==> config.mk <==
export PLATFORM = sky130hd
export DESIGN_NAME = rs_cw_serializer_flat
export DESIGN_NICKNAME = d
export VERILOG_FILES = /design/src/rtl/rs_2d_pkg.sv /design/src/rtl/rs_cw_serializer_if.sv /design/src/rtl/rs_cw_serializer.sv /design/src/flat_wrapper.sv
export SDC_FILE = /design/constraint.sdc
export NUM_CORES = 1
export LEC_CHECK = 0
export BUFFER_PORTS_ARGS = -buffer_cell sky130_fd_sc_hd__buf_2
export CORE_UTILIZATION = 30
export CTS_CLUSTER_DIAMETER = 80
export DETAILED_ROUTE_END_ITERATION = 16
export PLACE_DENSITY = 0.48
export SLEW_MARGIN = 15
export SYNTH_ARGS = -nofsm -noshare
export SYNTH_HDL_FRONTEND = slang
export SYNTH_SLANG_ARGS = --single-unit
==> constraint.sdc <==
create_clock -name clk -period 13.6 [get_ports clk]
set_input_delay 0 -clock clk [delete_from_list [all_inputs] [get_ports clk]]
set_output_delay 0 -clock clk [all_outputs]
set_load 0.02 [all_outputs]
==> src/rtl/rs_2d_pkg.sv <==
// Shared RS(30,24) constants and types for the 2-D RS BER path.
// Also holds the beat-count helper used for width checks.
package rs_2d_pkg;

  localparam int RS_N  = 30;
  localparam int RS_K  = 24;
  localparam int SYM_W = 8;

  typedef logic [RS_N*SYM_W-1:0] rs_cw_t;

  // Returns 0 when out_w does not tile the codeword exactly.
  function automatic int beats(
    input int out_w,
    input int bits = RS_N*SYM_W
  );
    if (out_w <= 0)
      return 0;
    if (bits % out_w != 0)
      return 0;
    return bits / out_w;
  endfunction

endpackage

==> src/rtl/rs_cw_serializer_if.sv <==
// Codeword-in / beat-out handshake bundle for the serializer.
// master = encoder/channel side, slave = serializer.
interface rs_cw_serializer_if #(
  parameter int N_BYTES = 30,
  parameter int OUT_W   = 8
);

  logic [8*N_BYTES-1:0] in_data;
  logic                 in_valid;
  logic                 in_ready;
  logic [OUT_W-1:0]     out_data;
  logic                 out_valid;
  logic                 out_ready;
  logic                 out_first;
  logic                 out_last;

  modport master (
    output in_data,
    output in_valid,
    output out_ready,
    input  in_ready,
    input  out_data,
    input  out_valid,
    input  out_first,
    input  out_last
  );

  modport slave (
    input  in_data,
    input  in_valid,
    input  out_ready,
    output in_ready,
    output out_data,
    output out_valid,
    output out_first,
    output out_last
  );

endinterface

==> src/rtl/rs_cw_serializer.sv <==
// Two-slot ping-pong buffer that turns parallel RS codewords
// into OUT_W-bit valid/ready beats, byte 0 first.
module rs_cw_serializer
  import rs_2d_pkg::*;
#(
  parameter int N_BYTES    = 30,
  parameter int OUT_W      = 8,
  parameter int DROP_CNT_W = 16
) (
  input  logic                  clk,
  input  logic                  rst,
  rs_cw_serializer_if.slave     bus,
  output logic                  ovf_err,
  output logic [DROP_CNT_W-1:0] drop_cnt,
  output logic [31:0]           cw_cnt
);

  localparam int CW_W  = 8*N_BYTES;
  localparam int BEATS = beats(OUT_W, CW_W);
  localparam int BW    = (BEATS > 1) ? $clog2(BEATS) : 1;

  if (BEATS == 0) begin : g_bad_out_w
    $error("rs_cw_serializer: OUT_W must divide 8*N_BYTES");
  end

  localparam logic [BW-1:0] LAST = BW'(BEATS-1);

  typedef logic [BEATS-1:0][OUT_W-1:0] cw_beats_t;

  cw_beats_t      slot [2];
  logic           wr_ptr;
  logic           rd_ptr;
  logic [1:0]     occ;
  logic [BW-1:0]  beat;

  logic accept;
  logic drop;
  logic xfer;
  logic at_last;
  logic pop;

  // in_ready depends on occupancy only, so no path from out_ready.
  assign bus.in_ready  = (occ != 2'd2);
  assign bus.out_valid = (occ != 2'd0);

  assign accept  = bus.in_valid & bus.in_ready;
  assign drop    = bus.in_valid & ~bus.in_ready;
  assign at_last = (beat == LAST);
  assign xfer    = bus.out_valid & bus.out_ready;
  assign pop     = xfer & at_last;

  assign bus.out_data  = bus.out_valid
                       ? slot[rd_ptr][beat]
                       : '0;
  assign bus.out_first = bus.out_valid & (beat == '0);
  assign bus.out_last  = bus.out_valid & at_last;

  always_ff @(posedge clk) begin
    if (rst) begin
      slot[0]  <= '0;
      slot[1]  <= '0;
      wr_ptr   <= 1'b0;
      rd_ptr   <= 1'b0;
      occ      <= 2'd0;
      beat     <= '0;
      ovf_err  <= 1'b0;
      drop_cnt <= '0;
      cw_cnt   <= '0;
    end else begin
      // wr_ptr always names the free slot whenever in_ready is high.
      if (accept) begin
        slot[wr_ptr] <= bus.in_data;
        wr_ptr       <= ~wr_ptr;
      end

      if (drop) begin
        ovf_err <= 1'b1;
        if (drop_cnt != '1)
          drop_cnt <= drop_cnt + 1'b1;
      end

      if (xfer) begin
        if (at_last) begin
          beat   <= '0;
          rd_ptr <= ~rd_ptr;
          cw_cnt <= cw_cnt + 32'd1;
        end else begin
          beat <= beat + 1'b1;
        end
      end

      unique case (1'b1)
        accept & ~pop: occ <= occ + 2'd1;
        pop & ~accept: occ <= occ - 2'd1;
        default: ;
      endcase
    end
  end

endmodule

==> src/flat_wrapper.sv <==
// flat-port wrapper written by rule: the top's interface ports become plain ports
module rs_cw_serializer_flat import rs_2d_pkg::*;
#(
  parameter int N_BYTES    = 30,
  parameter int OUT_W      = 8,
  parameter int DROP_CNT_W = 16
)
  (clk, rst, ovf_err, drop_cnt, cw_cnt, bus_in_data, bus_in_valid, bus_out_ready, bus_in_ready, bus_out_data, bus_out_valid, bus_out_first, bus_out_last);
  rs_cw_serializer_if #(.N_BYTES(N_BYTES), .OUT_W(OUT_W)) bus_i ();
  input  logic clk;
  input  logic rst;
  output logic ovf_err;
  output logic [DROP_CNT_W-1:0] drop_cnt;
  output logic [31:0] cw_cnt;
  input wire logic [$bits(bus_i.in_data)-1:0] bus_in_data;
  input wire logic [$bits(bus_i.in_valid)-1:0] bus_in_valid;
  input wire logic [$bits(bus_i.out_ready)-1:0] bus_out_ready;
  output wire logic [$bits(bus_i.in_ready)-1:0] bus_in_ready;
  output wire logic [$bits(bus_i.out_data)-1:0] bus_out_data;
  output wire logic [$bits(bus_i.out_valid)-1:0] bus_out_valid;
  output wire logic [$bits(bus_i.out_first)-1:0] bus_out_first;
  output wire logic [$bits(bus_i.out_last)-1:0] bus_out_last;
  assign bus_i.in_data = bus_in_data;
  assign bus_i.in_valid = bus_in_valid;
  assign bus_i.out_ready = bus_out_ready;
  assign bus_in_ready = bus_i.in_ready;
  assign bus_out_data = bus_i.out_data;
  assign bus_out_valid = bus_i.out_valid;
  assign bus_out_first = bus_i.out_first;
  assign bus_out_last = bus_i.out_last;
  rs_cw_serializer #(.N_BYTES(N_BYTES), .OUT_W(OUT_W), .DROP_CNT_W(DROP_CNT_W)) u_core (.clk(clk), .rst(rst), .bus(bus_i), .ovf_err(ovf_err), .drop_cnt(drop_cnt), .cw_cnt(cw_cnt));
endmodule
# --- Word-level counts from Yosys, hierarchy flattened ---
# Memories as Yosys holds them, arrays and structs flattened. A register that Yosys moved wholly into a read port is not among the register bits.
# Cells that the tools add are included.
# Widths: inputs -> output; s select.
classes:
  magnitude_cmp: 1
  mux: 15
  add_sub_neg: 5
  eq_ne: 3
  n_reduce_logical: 6
  bitwise_logic: 13
op_table:
  columns: ["cell", "n"]
  rows:
  - ["$mux 240", 1]
  - ["$reduce_or 240->1", 1]
  - ["$bmux 8 s5", 1]
  - ["$add 32x1->32 const B", 1]
  - ["$add 16x1->16 const B", 1]
  - ["$mux 8", 2]
  - ["$ne 16x16->1 const B", 1]
  - ["$mux 1", 9]
  - ["$and 1x1->1", 8]
  - ["$lt 5x6->1 const B", 1]
  - ["$add 5x1->5 const B", 1]
  - ["$eq 5x5->1 const B", 1]
  - ["$logic_not 5->1", 1]
  - ["$mux 5", 1]
  - ["$not 1->1", 5]
  - ["$pmux 2 s2", 1]
  - ["$reduce_and 2->1", 2]
  - ["$reduce_bool 2->1", 2]
  - ["$add 2x1->2 const B", 1]
  - ["$ne 2x2->1 const B", 1]
  - ["$sub 2x1->2 const B", 1]
word_totals:
  memories: 1
  inputBits: 244
  reg_bits: 58
  ram_bits: 480
  wordCells: 51
memory_table:
  columns: ["memory", "words", "word_bits", "read_ports", "rd_clocked_by_memory_dff", "wr", "line", "text"]
  rows:
  - ["u_core.slot", 2, 240, 1, 1, 2, "rs_cw_serializer.sv:30", "cw_beats_t slot [2];"]

# --- Longest topological paths before layout ---
# Gate-level depths: netlist of run 1.
logic_depth:
  word_depth: 7
  depth_mapped: 10
  ltp_nobuf: 8

# --- Worst setup path before layout of run 1 ---
# OpenSTA, ideal clock, no wires.
synth_path:
  path_type: "reg-to-reg"
  startpoint: "register u_core.occ[0]"
  endpoint: "memory u_core.slot[0][0] (netlist bit), enable pin"
  synth_period_minus_slack_ns: 12.803
  setup_slack_ns: 0.797
  setup_ns: 0.892
  stages_incl_launch_ff: 5
  t_arrival_ns: 11.912
  n_path_buf: 1
  required_ns: 12.708
  path_cell_list: "dfxtp_1 -> buf_2 -> nand2b_1 -> nand2_1 -> o21bai_1"
synth_lines:
  columns: ["item", "line", "text"]
  rows:
  - ["start: declaration", "rs_cw_serializer.sv:33", "logic [1:0] occ;"]
  - ["start signal: assignment", "rs_cw_serializer.sv:93", "accept & ~pop: occ <= occ + 2'd1;"]
  - ["start signal: assignment", "rs_cw_serializer.sv:94", "pop & ~accept: occ <= occ - 2'd1;"]
  - ["end: declaration", "rs_cw_serializer.sv:30", null]

# --- Worst setup path after layout of run 1 ---
layout_path:
  startpoint: "register u_core.beat[0]"
  endpoint: "output bus_out_data[1]"
layout_via:
  elab_chain_len: 3
layout_lines:
  columns: ["item", "line", "text"]
  rows:
  - ["start: declaration", "rs_cw_serializer.sv:34", "logic [BW-1:0] beat;"]
  - ["start signal: assignment", "rs_cw_serializer.sv:88", "beat <= beat + 1'b1;"]
  - ["$bmux 8 s5", "rs_cw_serializer.sv:53", "? slot[rd_ptr][beat]"]
  - ["$mux 8 (not written as such)", "rs_cw_serializer.sv:53", null]
  - ["$mux 8", "rs_cw_serializer.sv:53", null]
  - ["end: declaration", "flat_wrapper.sv:19", "output wire logic [$bits(bus_i.out_data)-1:0] bus_out_data;"]
# No other way between the ends. The select of a mux whose other input is x is not followed.

==> metrics.txt, run 1 <==
WS Path Type flip-flop to output pin; period utilization 0.332; max_slew headroom -0.0293; clock sink count 539; most common cell after layout, fill and taps aside and2_1; clock power share 0.419; Worst path slowest cell dfxtp_4; register area about 16000 um^2; DP HPWL about 44000 um; number of distinct library cells after synthesis ~60; CP cell instances buf_4 -> buf_4 -> mux4_2 -> nor2_1 -> a2111oi_0 -> o41ai_1 -> a21oi_1 -> buf_2; R2R Path Start u_core.occ[0]; core region area approximately 80000 um^2; IO Port Bufs 304; power per cell area 131 nW/um^2; drt first pass iters 5; routed len/inst roughly 21 um; P_int roughly 3.2 mW; P&R area growth vs syn 28.8%; R2R cell count 6; FF+latch count, synth 539; Sequential Power Share 0.482; area share of the leading cell type in the synthesized netlist 0.590; status finished with violations; boundary pin count roughly 300; DR iter-0 viols approximately 970; clk buf depth 3; fmax between 0.2 and 0.25 GHz; hold path cells 3; Pwr Total ~4 mW; HP Start rst; FFs w/ async S/R, synth 0; sequential share of the synthesized area 0.638; Tmin final roughly 4500 ps; Most common cell on crit path buf_4; Final ANT Viol Nets 0; Gate power share 0.099; Hold WC Path Type primary input to flip-flop; Yosys top cell by area edfxtp_1; reg-to-reg endpoint u_core.slot[1][144]; Layout Nets ~2400; Lkg Pwr ~12 nW; CP Capture Type output pin; mapped cell area ~24000 um^2; drt total wl 68900 um; RSZ-0062 raised after global routing false; Via density about 4.7; worst hold slack just over 60 ps; post-cts gate resize count 0; setup violators final 0; FP Rows between 100 and 150; startpoint types flip-flop; Post-route DRC 0; largest net degree at the start of global routing 241; Net Sw Frac 0.232; Req. time, crit path 13600 ps; WP data arrival 4520 ps; Main synth FF type edfxtp_1; Final Hold Viols 0; H-tree depth 3; global-route wire length before repair 102000 um; Num CTS Buffers 67; Mapped Nets approximately 1900; CP startpoint u_core.beat[0]; R2R Setup Slk slightly below 10000 ps; Mapped Cells around 1600; remaining global-route overflow 0; P_sw about 0.95 mW; Starting Density 0.303; setup repair bufs after CTS 0; worst-skew pair later-pin latency approximately 600 ps; Worst Hold Endpoint u_core.drop_cnt[14]; number of global-route vias before repair between 15000 and 20000; Setup Skew ~23 ps; hold_buf cts 242; share of cells above drive strength 1 0.253; top cells by area, synth edfxtp_1 59%, and2_1 12%, mux4_2 11%; die width 287 um; setup_tns 0 ps; Multi-input gate area about 8300 um^2; die area 82600 um^2; Peak VDD IR ~0.075 mV; EDFF count, synth between 400 and 500; CTS root buf clkbuf_16; Crit path largest cell delay around 670 ps; Die Height between 200 and 300 um; synth warn 0; CTS tree yes; GPL Wtd Cong 0.761; Clk pin slew, worst setup/hold paths roughly 60 ps; Max FO, Critical Path 43; commonest non-fill, non-tap cells in the layout 483 x and2_1, 480 x edfxtp_1, 304 x buf_2; Vias between 15000 and 20000; Avg Cell Area, Syn about 15 um^2; pins over their slew limit between 70 and 80; GRT Total Usage 0.166; Worst-Margin Slew approximately 1500 ps; max cap viols 0; failing checks slew limit; initial antenna violation count 9; Fillers between 7000 and 8000
==> flip-flops by register name, indices dropped and copies added (netlist names), named ones only <==
| name | flops |
|---|---|
| u_core.rd_ptr | 1 |
| u_core.occ | 2 |
| u_core.drop_cnt | 16 |
| u_core.wr_ptr | 1 |
| u_core.slot | 480 |
| u_core.beat | 5 |
| u_core.ovf_err | 1 |
| u_core.cw_cnt | 32 |
==> per-stage QoR <==
| stage | setup slack (ps) | instances | util | area [um^2] |
|---|---|---|---|---|
| 2_1_floorplan | 797 | 1641 | - | 24400 |
| 3_3_place_gp | 9660 | 2912 | 0.334 | 26900 |
| 3_5_place_dp | 9650 | 2912 | 0.334 | 26900 |
| 4_1_cts | 9010 | 3272 | 0.391 | 31500 |
| 5_1_grt | 8800 | 3274 | 0.391 | 31500 |
| 6_report | 9080 | 3276 | 0.391 | 31500 |
==> power by group through the flow <==
stage	Clock [mW]	Sequential, mW	Combinational, mW
after detailed placement	0	2.02	0.353
final	1.72	1.98	0.405
after floorplan	0	2.03	0.209
after global routing	1.83	1.99	0.438
after global placement	0	2.02	0.350
after CTS	1.77	1.99	0.414
==> metal layers <==
metal,up-vias,part of all wire,track usage
met1,7820,0.46,0.229
met4,6,0.021,0.0489
met3,85,0.049,0.0316
li1,7141,-,-
met5,-,0.00065,0
met2,391,0.47,0.266
==> synth_stat cells, types with 5 or more instances <==
cell type  number
nand2_1        37
nand4_1        20
nor3_1         10
ha_1            6
a22oi_1        12
nand3_1        22
inv_1          14
clkbuf_1       73
edfxtp_1      480
mux4_2        124
nor2_1         64
xnor2_1        26
buf_4           7
a211oi_1        8
a2111oi_0       5
buf_2          18
o21ai_0         9
and3_1          5
and2_1        483
nor2b_1        11
buf_6           7
and4_1         16
dfxtp_1        59
nor4_1          8
xor2_1         18
mux2_2          5
mux2i_1        13
a21oi_1        21
==> worst max-delay path, delay by kind of cell, from the launching register on <==
kind	cells	cell delay (ps)
AO/OA/AOI/OAI	3	1250
buffers and inverters	3	1510
flip-flops	1	670
multiplexers	1	350
AND/OR/NAND/NOR	1	50
==> cell families (layout without fill, tap and decap cells) <==
kind of cell	count (synthesis)	count (layout)	synth area share
mux	146	146	0.125
fa+ha+maj	6	6	0.00307
compound gates	88	88	0.0255
buf+inv	126	697	0.0242
other cells	0	4	0
simple gates	692	692	0.168
xor+xnor	44	44	0.0158
flops	539	539	0.638
==> cell type report <==
class	instances	share of cell area
Antenna cell	4	0.000318
Clock buffer	86	0.0575
Clock inverter	32	0.00962
Inverter	17	0.00203
Multi-Input combinational cell	976	0.263
Sequential cell	539	0.496
Tap cell	1060	0.0421
Timing Repair Buffer	562	0.130
==> worst max path at each step <==
stage,end,slack [ps],depth (start not counted)
2_1_floorplan,u_core.slot[0][0],800,4
3_3_place_gp,bus_out_data[0],9660,7
3_5_place_dp,u_core.slot[1][21],9650,6
4_1_cts,bus_out_data[0],9010,7
5_1_grt,bus_out_data[0],8800,7
6_report,bus_out_data[1],9080,8
(Power assumes the default switching activity.)
==> inputs of run 2 (changes only) <==
--- a/config.mk
+++ b/config.mk
@@ -9,7 +9,7 @@
 export CORE_UTILIZATION = 30
 export CTS_CLUSTER_DIAMETER = 80
 export DETAILED_ROUTE_END_ITERATION = 16
-export PLACE_DENSITY = 0.48
+export PLACE_DENSITY = 0.47
 export SLEW_MARGIN = 15
 export SYNTH_ARGS = -nofsm -noshare
 export SYNTH_HDL_FRONTEND = slang
==> constraint.sdc (replaced) <==
create_clock -name clk -period 4.7 [get_ports clk]
set_input_delay 0 -clock clk [delete_from_list [all_inputs] [get_ports clk]]
set_output_delay 0 -clock clk [all_outputs]
set_load 0.02 [all_outputs]
==> run 2 against run 1 <==
Effect of this change: the flow now finishes without violations; highest routed layer unchanged; global-route usage about the same; sequential power increased to 2.9 times the previous value; first-iteration DRC count is 3.8% higher.
==> metrics.txt, run 2 (same netlist as run 1, synthesis figures left out) <==
Top Layer Used met5; GPL Wtd Cong a little under 0.8; die area 82600 um^2; CTS tree yes; clock sink count between 500 and 600; Num CTS Buffers 66; power per cell area 378 nW/um^2; hold path cells 3; Tmin final roughly 3600 ps; clk buf depth 3; H-tree depth 3; Via density between 4 and 5; Worst Hold Endpoint u_core.slot[1][46]; Net Sw Frac 0.234; number of global-route vias before repair 15775; Hold WC Path Type primary input to flip-flop; RSZ-0062 raised after global routing false; max cap viols 0; largest net degree at the start of global routing approximately 240; R2R Path Start u_core.beat[0]; routed wl met2 roughly 32000 um; fmax 0.275 GHz; drt first pass iters 5; Die Height 287 um; Layout Nets 2420; P&R area growth vs syn 29.7%; Gate power share 0.099; WP data arrival 3630 ps; global-route wire length before repair a little over 100000 um; wl on met1 30700 um; die width between 200 and 300 um; post-cts gate resize count 0; worst-skew pair later-pin latency around 600 ps; CP Capture Type output pin; largest register by flop count u_core.slot; share of cells above drive strength 1 0.254; remaining global-route overflow 0; FP Rows about 100; Final Hold Viols 0; DR WL met3 4350 um; Post-route DRC 0; DP HPWL 43900 um; max_slew headroom 0.164; WS Path Type flip-flop to output pin; worst hold slack about 210 ps; R2R cell count 6; Final ANT Viol Nets 0; Sequential Power Share 0.480; Starting Density 0.303; Non-Filler Instances around 3300; pins over their slew limit 0; largest registers u_core.slot (480), u_core.cw_cnt (32), u_core.drop_cnt (16); CTS root buf clkbuf_16; period utilization 0.773; Largest register FFs 480; placed cells approximately 2900; Worst-Margin Slew between 1000 and 1500 ps; commonest non-fill, non-tap cells in the layout 483 x and2_1, 480 x edfxtp_1, 304 x buf_2; final instance area 31700 um^2; initial antenna violation count 9; GRT Total Usage 0.167; Clk pin slew, worst setup/hold paths about 60 ps; Req. time, crit path between 4000 and 5000 ps; IO Port Bufs ~300; startpoint types flip-flop; Max FO, Critical Path 33; clock power share 0.422; R2R Setup Slk 1650 ps; DP Area ~27000 um^2; status finished, final reports clean; Vias around 15000; setup violators final 0; most common cell after layout, fill and taps aside and2_1; Lkg Pwr between 10 and 15 nW; HP Start bus_in_data[46]; reg-to-reg endpoint u_core.occ[1]; P_sw 2.81 mW; DR iter-0 viols around 1000; routed len/inst 21.0 um; drt total wl ~70000 um; core region area around 80000 um^2; boundary pin count roughly 300; Setup Skew 19.8 ps; P_int around 9.2 mW; Peak VDD IR 0.283 mV
-- run 2: area by class of cell --
cell class / instances / area (um^2)
Antenna cell: 4 / 10.0
Clock inverter: 38 / 414
Tap cell: 1060 / 1330
Multi-Input combinational cell: 976 / 8290
Sequential cell: 539 / 15600
Clock buffer: 80 / 1730
Fill cell: 7560 / 48900
Inverter: 17 / 63.8
Timing Repair Buffer: 570 / 4250
-- run 2: routing by layer --
metal,global-route usage,up-vias
met5,0,-
met1,0.227,7717
met2,0.265,396
li1,-,7156
met3,0.0409,91
met4,0.0416,14
-- run 2: power groups by stage --
stage / Sequential (mW) / Combinational [mW] / Clock (mW)
detailed placement: 5.85 / 1.04 / 0
floorplan: 5.82 / 0.611 / 0
global route: 5.78 / 1.29 / 5.36
finish: 5.75 / 1.18 / 5.05
CTS: 5.75 / 1.21 / 5.20
global placement: 5.84 / 1.03 / 0
-- run 2: timing repair --
item,4_1_cts,5_1_grt
hold buffers,243,0
hold endpoints to repair,489,0
buffers inserted,0,0
-- run 2: worst max-delay path by stage --
stage | start | endpoint | slack, ps | cells past startpoint
2_1_floorplan | u_core.occ[0] | u_core.slot[0][0] | -30 | 4
3_3_place_gp | u_core.beat[0] | u_core.occ[1] | 1610 | 6
3_5_place_dp | u_core.beat[0] | u_core.occ[1] | 1600 | 6
4_1_cts | flip-flop | bus_out_data[7] | 950 | 6
5_1_grt | flip-flop | bus_out_data[0] | 870 | 7
6_report | flip-flop | bus_out_data[6] | 1070 | 7
-- run 2: worst max-delay path, cell delays in order, from the launching register on --
cell and delay, ps:
dfxtp_4 810, buf_12 360, mux4_2 550, a2bb2oi_1 150
a221oi_1 500, nand3b_1 200, o211ai_1 190, buf_2 230
-- run 2: stage by stage --
step | setup TNS (ps) | setup slack (ps) | power (mW) | utilization
after floorplan | -6070 | -25.3 | 6.43 | -
after global placement | 0 | 1610 | 6.87 | 0.337
after detailed placement | 0 | 1600 | 6.89 | 0.337
after CTS | 0 | 954 | 12.2 | 0.393
after global routing | 0 | 867 | 12.4 | 0.393
final | 0 | 1070 | 12.0 | 0.393
==> inputs of run 3 (changes only) <==
--- a/config.mk
+++ b/config.mk
@@ -5,11 +5,12 @@
 export SDC_FILE = /design/constraint.sdc
 export NUM_CORES = 1
 export LEC_CHECK = 0
+export ABC_AREA = 1
 export BUFFER_PORTS_ARGS = -buffer_cell sky130_fd_sc_hd__buf_2
 export CORE_UTILIZATION = 30
 export CTS_CLUSTER_DIAMETER = 80
 export DETAILED_ROUTE_END_ITERATION = 16
-export PLACE_DENSITY = 0.47
+export PLACE_DENSITY = 0.48
 export SLEW_MARGIN = 15
 export SYNTH_ARGS = -nofsm -noshare
 export SYNTH_HDL_FRONTEND = slang
==> constraint.sdc (replaced) <==
create_clock -name clk -period 3.05 [get_ports clk]
set_input_delay 0 -clock clk [delete_from_list [all_inputs] [get_ports clk]]
set_output_delay 0 -clock clk [all_outputs]
set_load 0.02 [all_outputs]
==> run 3 against run 2 <==
Effect of this change: sequential power up 51%; largest cell class unchanged; total power up 51%; via count grew 38%.
==> metrics.txt, run 3 <==
share of cells above drive strength 1 0.142; core region area 85000 um^2; most common cell after layout, fill and taps aside nor2_1; top cells by area, synth edfxtp_1 56%, nor2_1 13%, nand2_1 6.2%; boundary pin count about 300; Peak VDD IR roughly 0.33 mV; RSZ-0062 raised after global routing false; worst hold slack ~250 ps; CP cell instances inv_8 -> buf_12 -> nand2_1 -> nand2_1 -> nand2_1 -> nand3_1 -> nand3_1 -> nand2_1 -> nand2_1 -> nand2_1 -> nand2_1 -> nor2_1 -> buf_2; Layout Nets about 3700; Most common cell on crit path nand2_1; Crit path buffers/inverters 3; Pwr Total ~18 mW; GPL Wtd Cong around 0.84; pins over their slew limit 0; largest registers u_core.slot (480), u_core.cw_cnt (32), u_core.drop_cnt (16); P&R area growth vs syn 29.2%; power per cell area 543 nW/um^2; period utilization 0.953; largest net degree at the start of global routing 122; initial antenna violation count 4; Vias 21209; Req. time, crit path 3050 ps; Gate power share 0.101; setup violators final 0; Setup Skew about 18 ps; WS Path Type flip-flop to output pin; R2R Path Start u_core.beat[0]; Largest register FFs 480; Num CTS Buffers 68; status finished, final reports clean; CP endpoint bus_out_data[2]; IO Port Bufs between 300 and 400; placed cells 4255; Lkg Pwr ~15 nW; reg-to-reg endpoint u_core.occ[1]; Mapped Nets roughly 3100; Tmin final a little under 3000 ps; startpoint types flip-flop; max_slew headroom 0.507; dominant delay contributor by cell family on the critical path simple AND/OR/NAND/NOR gates; sequential share of the synthesized area 0.606; Post-route DRC 0; commonest non-fill, non-tap cells in the layout 911 x nor2_1, 480 x edfxtp_1, 422 x nand2_1; Main synth FF type edfxtp_1; Avg Cell Area, Syn just under 9 um^2; Max FO, Critical Path 42; Sequential Power Share 0.481; remaining global-route overflow 0; most frequent cell after synthesis nor2_1; WP data arrival between 2000 and 3000 ps; P_sw 4.41 mW; DR iter-0 viols about 1500; Final Hold Viols 0; number of distinct library cells after synthesis 42; H-tree depth 3; clk buf depth 3; synth warn 0; drt total wl about 85000 um; global-route wire length before repair 127000 um; max cap viols 0; FF+latch count, synth about 540; Crit path largest cell delay around 400 ps; DP HPWL around 55000 um; Via density ~4.6; GRT Total Usage 0.194; Net Sw Frac 0.245; worst-skew pair later-pin latency slightly below 600 ps; CTS tree yes; area share of the leading cell type in the synthesized netlist 0.560; R2R cell count 12; Final ANT Viol Nets 0; leading cell types by count after synthesis 911 x nor2_1, 480 x edfxtp_1, 425 x nand2_1; routed len/inst roughly 18 um; clock power share 0.418; fmax 0.344 GHz; drt first pass iters 7; Clk pin slew, worst setup/hold paths 60 ps; Mapped Cells around 2900; mapped cell area roughly 26000 um^2; Yosys top cell by area edfxtp_1; Worst-Margin Slew 739 ps; clock sink count ~540; setup_tns 0 ps; FFs w/ async S/R, synth 0; R2R Setup Slk ~700 ps; CP Capture Type output pin; CTS root buf clkbuf_16; die width 295 um; Die Height 295 um; Starting Density 0.303; EDFF count, synth 480; FP Rows between 100 and 150; Levels on crit path 13; number of global-route vias before repair between 20000 and 25000; Hold WC Path Type primary input to flip-flop; Non-Filler Instances roughly 4600; P_int around 14 mW; die area just under 90000 um^2; largest register by flop count u_core.slot; Worst path slowest cell dfxtp_4
## run 3: changes by cell type after synthesis, sizes merged, moves of 37 or more
cell    previous run  this run
and2             483         1
nand2             37       430
buf               36       120
nand3             23       116
o21ai             10       224
mux4             126         0
inv               16       345
clkbuf            73        36
nor2              64       920
## run 3: how the worst min path moves through the flow
stage | startpoint | endpoint | slack (ps) | depth (start not counted)
6_report | bus_in_data[213] | u_core.slot[0][213] | 250 | 4
5_1_grt | bus_in_data[213] | u_core.slot[0][213] | 230 | 4
4_1_cts | bus_in_data[65] | u_core.slot[0][65] | 220 | 4
3_5_place_dp | bus_in_data[213] | u_core.slot[0][213] | 310 | 3
3_3_place_gp | bus_in_data[165] | u_core.slot[1][165] | 310 | 3
2_1_floorplan | bus_in_data[0] | u_core.slot[0][0] | 220 | 2
## run 3: final cells by class
type / instances / area, um^2
flip-flops and latches: 539 / 15600
well taps: 1144 / 1430
fillers: 8662 / 51800
repair buffers: 618 / 4840
multi-input cells: 1853 / 7990
inverters: 348 / 1330
diodes: 3 / 7.51
clock buffers: 89 / 1840
clock inverters: 28 / 186
## run 3: power by group through the flow
stage	Combinational [mW]	Sequential (mW)	Clock (mW)
after floorplan	0.867	8.80	0
after global placement	1.60	8.82	0
after detailed placement	1.59	8.83	0
after CTS	1.85	8.68	7.71
after global routing	2.02	8.71	7.96
final	1.83	8.67	7.54
## run 3: cells by family after synthesis
kind of cell / count (synthesis) / share of synthesized area
AO/OA/AOI/OAI: 310 / 0.0643
XOR/XNOR: 14 / 0.00477
adder cells (fa/ha/maj): 6 / 0.00292
buffers and inverters: 504 / 0.0847
flip-flops: 539 / 0.606
AND/OR/NAND/NOR: 1523 / 0.237
## run 3: routing by layer
metal	part of all wire	track usage	routed length (um)	vias up
li1	-	-	-	10381
met1	0.45	0.258	38100	10169
met2	0.48	0.325	41000	541
met3	0.047	0.0299	4040	114
met4	0.023	0.0536	1960	4
met5	0.00032	0	27	-
## run 3: per-stage QoR
| step | setup WS, ps | instance area (um^2) | utilization |
|---|---|---|---|
| final | 142 | 33200 | 0.391 |
| after global routing | 18.2 | 33200 | 0.391 |
| after CTS | 26.5 | 33200 | 0.390 |
| after detailed placement | 630 | 28700 | 0.338 |
| after global placement | 648 | 28700 | 0.338 |
| after floorplan | 354 | 25800 | - |
## run 3: tightest hold or removal path: stages
cell	delay, ps
dlygate4sd3_1	520
buf_2	90
inv_1	40
nor2_1	80
## run 3: what timing repair did
action | CTS | global route
hold buffers | 243 | 0
endpoints found under the hold margin | 516 | 0
setup endpoints to repair | 2 | 7
pin swaps | 0 | 1
gates resized for setup | 1 | 2
cloned | 0 | 0
buffers inserted | 0 | 4
